File: src/rtl/ag_tcu_fedp_seq.sv
// Sequencer driving one scaled FEDP unit through a multi-step K-reduction,
// feeding each partial sum back as the next accumulator input.
module ag_tcu_fedp_seq #(
    parameter int unsigned LATENCY = 5,
    parameter int unsigned STEPW   = 8,
    parameter int unsigned TAGW    = 4
) (
    input  logic             clk,
    input  logic             reset,
    input  logic             req_valid,
    output logic             req_ready,
    input  logic [2:0]       req_fmt_s,
    input  logic [STEPW-1:0] req_steps,
    input  logic [31:0]      req_c,
    input  logic [TAGW-1:0]  req_tag,
    input  logic             op_valid,
    output logic             op_ready,
    input  logic [8:0]       op_scale,
    output logic             fedp_enable,
    output logic [2:0]       fedp_fmt_s,
    output logic [8:0]       fedp_scale,
    output logic [31:0]      fedp_c_val,
    input  logic [31:0]      fedp_d_val,
    output logic             rsp_valid,
    input  logic             rsp_ready,
    output logic [31:0]      rsp_data,
    output logic [TAGW-1:0]  rsp_tag,
    output logic             rsp_err
);

    localparam int unsigned WCNTW = (LATENCY > 1) ? $clog2(LATENCY) : 1;

    typedef enum logic [1:0] {
        S_IDLE  = 2'd0,
        S_ISSUE = 2'd1,
        S_WAIT  = 2'd2,
        S_RESP  = 2'd3
    } state_t;

    state_t            state, state_nx;
    logic [31:0]       acc, acc_nx;
    logic [STEPW-1:0]  rem, rem_nx;
    logic [WCNTW-1:0]  wcnt, wcnt_nx;
    logic [2:0]        fmt, fmt_nx;
    logic [TAGW-1:0]   tag, tag_nx;
    logic              err, err_nx;
    logic              fmt_ok_c;

    // Legal source formats are i8, u8, i4, u4 (codes 1..4).
    assign fmt_ok_c = (req_fmt_s >= 3'd1) && (req_fmt_s <= 3'd4);

    always_ff @(posedge clk or posedge reset) begin
        if (reset) begin
            state <= S_IDLE;
            acc   <= '0;
            rem   <= '0;
            wcnt  <= '0;
            fmt   <= '0;
            tag   <= '0;
            err   <= 1'b0;
        end else begin
            state <= state_nx;
            acc   <= acc_nx;
            rem   <= rem_nx;
            wcnt  <= wcnt_nx;
            fmt   <= fmt_nx;
            tag   <= tag_nx;
            err   <= err_nx;
        end
    end

    always_comb begin
        state_nx    = state;
        acc_nx      = acc;
        rem_nx      = rem;
        wcnt_nx     = wcnt;
        fmt_nx      = fmt;
        tag_nx      = tag;
        err_nx      = err;
        req_ready   = 1'b0;
        op_ready    = 1'b0;
        fedp_enable = 1'b0;
        fedp_scale  = '0;
        rsp_valid   = 1'b0;

        case (state)
            S_IDLE: begin
                req_ready = 1'b1;
                if (req_valid) begin
                    fmt_nx = req_fmt_s;
                    rem_nx = req_steps;
                    tag_nx = req_tag;
                    acc_nx = req_c;
                    if (!fmt_ok_c) begin
                        err_nx   = 1'b1;
                        state_nx = S_RESP;
                    end else if (req_steps == '0) begin
                        state_nx = S_RESP;
                    end else begin
                        state_nx = S_ISSUE;
                    end
                end
            end
            // Pipeline stays frozen while stalled: nothing is in flight here.
            S_ISSUE: begin
                op_ready    = 1'b1;
                fedp_enable = op_valid;
                fedp_scale  = op_scale;
                if (op_valid) begin
                    wcnt_nx  = WCNTW'(LATENCY - 1);
                    rem_nx   = rem - STEPW'(1);
                    state_nx = S_WAIT;
                end
            end
            // Keep clocking the FEDP; whatever enters behind our beat is ignored.
            S_WAIT: begin
                fedp_enable = 1'b1;
                if (wcnt == '0) begin
                    acc_nx   = fedp_d_val;
                    state_nx = (rem != '0) ? S_ISSUE : S_RESP;
                end else begin
                    wcnt_nx = wcnt - WCNTW'(1);
                end
            end
            S_RESP: begin
                rsp_valid = 1'b1;
                if (rsp_ready) begin
                    err_nx   = 1'b0;
                    state_nx = S_IDLE;
                end
            end
            default: state_nx = S_IDLE;
        endcase
    end

    assign fedp_fmt_s = fmt;
    assign fedp_c_val = acc;
    assign rsp_data   = acc;
    assign rsp_tag    = tag;
    assign rsp_err    = err;

endmodule

File: config.mk
export PLATFORM = sky130hd
export DESIGN_NAME = ag_tcu_fedp_seq
export DESIGN_NICKNAME = d
export VERILOG_FILES = /design/src/rtl/ag_tcu_fedp_seq.sv
export SDC_FILE = /design/constraint.sdc
export NUM_CORES = 1
export LEC_CHECK = 0
export ABC_AREA = 1
export BUFFER_PORTS_ARGS = -buffer_cell sky130_fd_sc_hd__buf_2
export CAP_MARGIN = 40
export CORE_ASPECT_RATIO = 1.4
export CORE_UTILIZATION = 45
export CTS_CLUSTER_SIZE = 8
export DETAILED_ROUTE_END_ITERATION = 10
export PLACE_DENSITY = 0.81
export SETUP_SLACK_MARGIN = 0.02
export SLEW_MARGIN = 30
export SYNTH_ARGS = -nofsm -noshare
export SYNTH_HDL_FRONTEND = slang
export SYNTH_SLANG_ARGS = --single-unit
File: constraint.sdc
create_clock -name clk -period 2.51 [get_ports clk]
set_input_delay 0.502 -clock clk [delete_from_list [all_inputs] [get_ports clk]]
set_output_delay 0.502 -clock clk [all_outputs]
set_load 0.1 [all_outputs]
==> qor.txt <==
total core area: 0.00698 mm²
via count: 3,169
storage element area: 0.00133 mm²
cell total after placement: 636
max-slew violations: 0
area used by multi-input combinational logic: 0.00150 mm²
DIE HEIGHT: 103 µm
I/O Pins: 178
Fin. Hold Viols: 0
Fillers: 615
GPL Wtd Cong: 0.924
clk sinks: 53
initial drt markers: 100
Max-Slew Margin vs Limit: 66.6%
Slew @ Worst Pin: 504 ps
post-synth top area share: 40.5%
clock tree root driver cell: clkbuf_8
Post-CTS Hold Buffers: 0
deepest clock path buffer count: 2
critical path class: reg -> out
Post-route DRC: 0
share of layout cells above drive strength 1: 43.7%
first-pass GRT wire length: 12,400 µm
fmax: 440 MHz
initial antenna violation count: 0
Net Count, Synth: 507
Tmin final: 2270 ps
CP arrival: 1770 ps
total CTS buffers: 5
Worst setup EP type: output port
Antenna Violating Nets Remaining: 0
die area: 0.00763 mm²
Worst Path Max Fanout: 22
largest net degree at the start of global routing: 54
total global routing overflow: 0
status: finished clean
Initial Util: 46.9%
# Post-CTS Setup Buffers: 0
Yosys reg bits: 53
nets@finish: 650
CTS H-tree depth: 2
max-cap violations: 0
vias in the first global route: 2,837
final worst-path cycle share: 90.6%
diodes inserted: 0
hpwl dp: 6410 µm
WP data required: 2010 ps
Main synth FF type: dfrtp_1
Synth area leader: dfrtp_1
crit start category: flop
post-cts resize count: 0
Post-synth EDFFs: 0
Ys Warns: 0
final setup fails: 0
# rows: 36
drt total wl: 8270 µm
RSZ-0062 raised after global routing: false
Avg WL per Cell: 12.8 µm
Via density: 4.92
Seq/Total Area, Yosys: 40.5%
CTS tree: done
Clock Latency Late Sink: 300 ps
TNS Setup: 0 ps
unique cell type count in the Yosys netlist: 25
clk_skew: 5.29 ps
ranking of synthesized cells by area: dfrtp_1, o31ai_2, nand2_1
Synth Instances: 405
TritonRoute pass-1 iters: 4
synthesized cell area: 0.00328 mm²
Worst-path clk slew: 90 ps
Die X: 74.1 µm
synth-to-layout area growth: 27.6%
count of non-filler cells in the finished layout: 644
Avg Cell Area, Syn: 8.09 µm²
Post-synth ARST share: 100%
Hold Crit Class: in -> async
I/O Buffers: 177
GRT Overall Usage: 21.0%
-- cell families (layout without fill, tap and decap cells) --
group | Yosys count | after routing | synth area share, %
simple gates | 191 | 191 | 23.0
fa+ha+maj | 9 | 9 | 3.44
flops | 53 | 53 | 40.5
buf+inv | 85 | 229 | 14.4
compound gates | 61 | 61 | 16.7
mux | 6 | 6 | 2.06
-- cell type report --
type	count	share of cell area, %
clock buffers	7	1.83
clock inverters	1	0.180
inverters	38	4.22
multi-input cells	267	36.0
flip-flops and latches	53	31.7
well taps	95	2.84
repair buffers	183	23.2
-- sequential cells by signal, indices dropped and copies added, names as in the netlist --
register    flops
fedp_fmt_s      3
wcnt            3
rsp_err         1
state           2
rem             8
fedp_c_val     32
rsp_tag         4
-- per-stage QoR --
stage                     hold WS (ps)  instance area (µm²)  worst slack [ps]  util (%)
after floorplan                    464                 3330               142         -
after global placement             464                 4100               603      58.7
after detailed placement           465                 4100               557      58.7
after CTS                          245                 4180               206      59.9
after global routing               261                 4180               127      59.9
final                              240                 4180               236      59.9
-- worst paths after layout --
path,startpoint,to,slack (ps),depth (start not counted)
max in group asynchronous,reset,fedp_c_val[29]$_DFFE_PP0P_,2030,3
worst max register to register,state[0]$_DFFE_PP0P_,fedp_c_val[25]$_DFFE_PP0P_,560,7
worst max-delay path,state[1]$_DFFE_PP0P_,fedp_scale[1],240,5
worst min register to register,rsp_err$_DFFE_PP0P_,rsp_err$_DFFE_PP0P_,490,2
worst min-delay path,reset,rsp_tag[2]$_DFFE_PP0P_,240,3
min in group clk,req_tag[2],rsp_tag[2]$_DFFE_PP0P_,430,2
-- synthesized netlist by cell type, types with 2 or more instances --
library cell	number
nand2_4	2
a21oi_1	4
buf_4	33
buf_6	3
clkbuf_1	6
inv_1	36
nand2_1	91
o31ai_1	4
mux2_2	6
dfrtp_1	53
buf_2	4
o211ai_1	2
nor2_1	82
o21ai_0	19
nand3_1	15
o31ai_2	28
ha_1	9
-- metal layers --
metal / track usage, % / wire (µm) / up-vias
li1: - / - / 1547
met1: 22.1 / 3110 / 1464
met2: 40.4 / 4420 / 140
met3: 3.42 / 541 / 18
met4: 8.73 / 191 / 0
met5: 0 / 0 / -
-- critical path, cell delays in order, from the launching register on --
cell        delay [ps]
dfrtp_1            420
inv_1              140
ha_4               290
nand2_1            130
clkinvlp_4          80
buf_2              410
-- cells in the final DEF (no fill, tap or decap), types with 2 or more instances in the layout --
cell and instances:
clkbuf_1 2, ha_1 8, nand2_4 2, inv_2 2, dfrtp_1 53, buf_12 3, clkinvlp_4 10, o211ai_1 2
o21ai_0 19, a21oi_1 4, o31ai_2 28, inv_1 26, nor2_1 82, buf_4 4, buf_2 176, o31ai_1 4
clkbuf_8 5, nand2_1 91, mux2_2 6, nand3_1 15
Power is left out: the tool's default activity adds up to more than one toggle a clock period on the data nets, which glitch-free logic cannot reach.
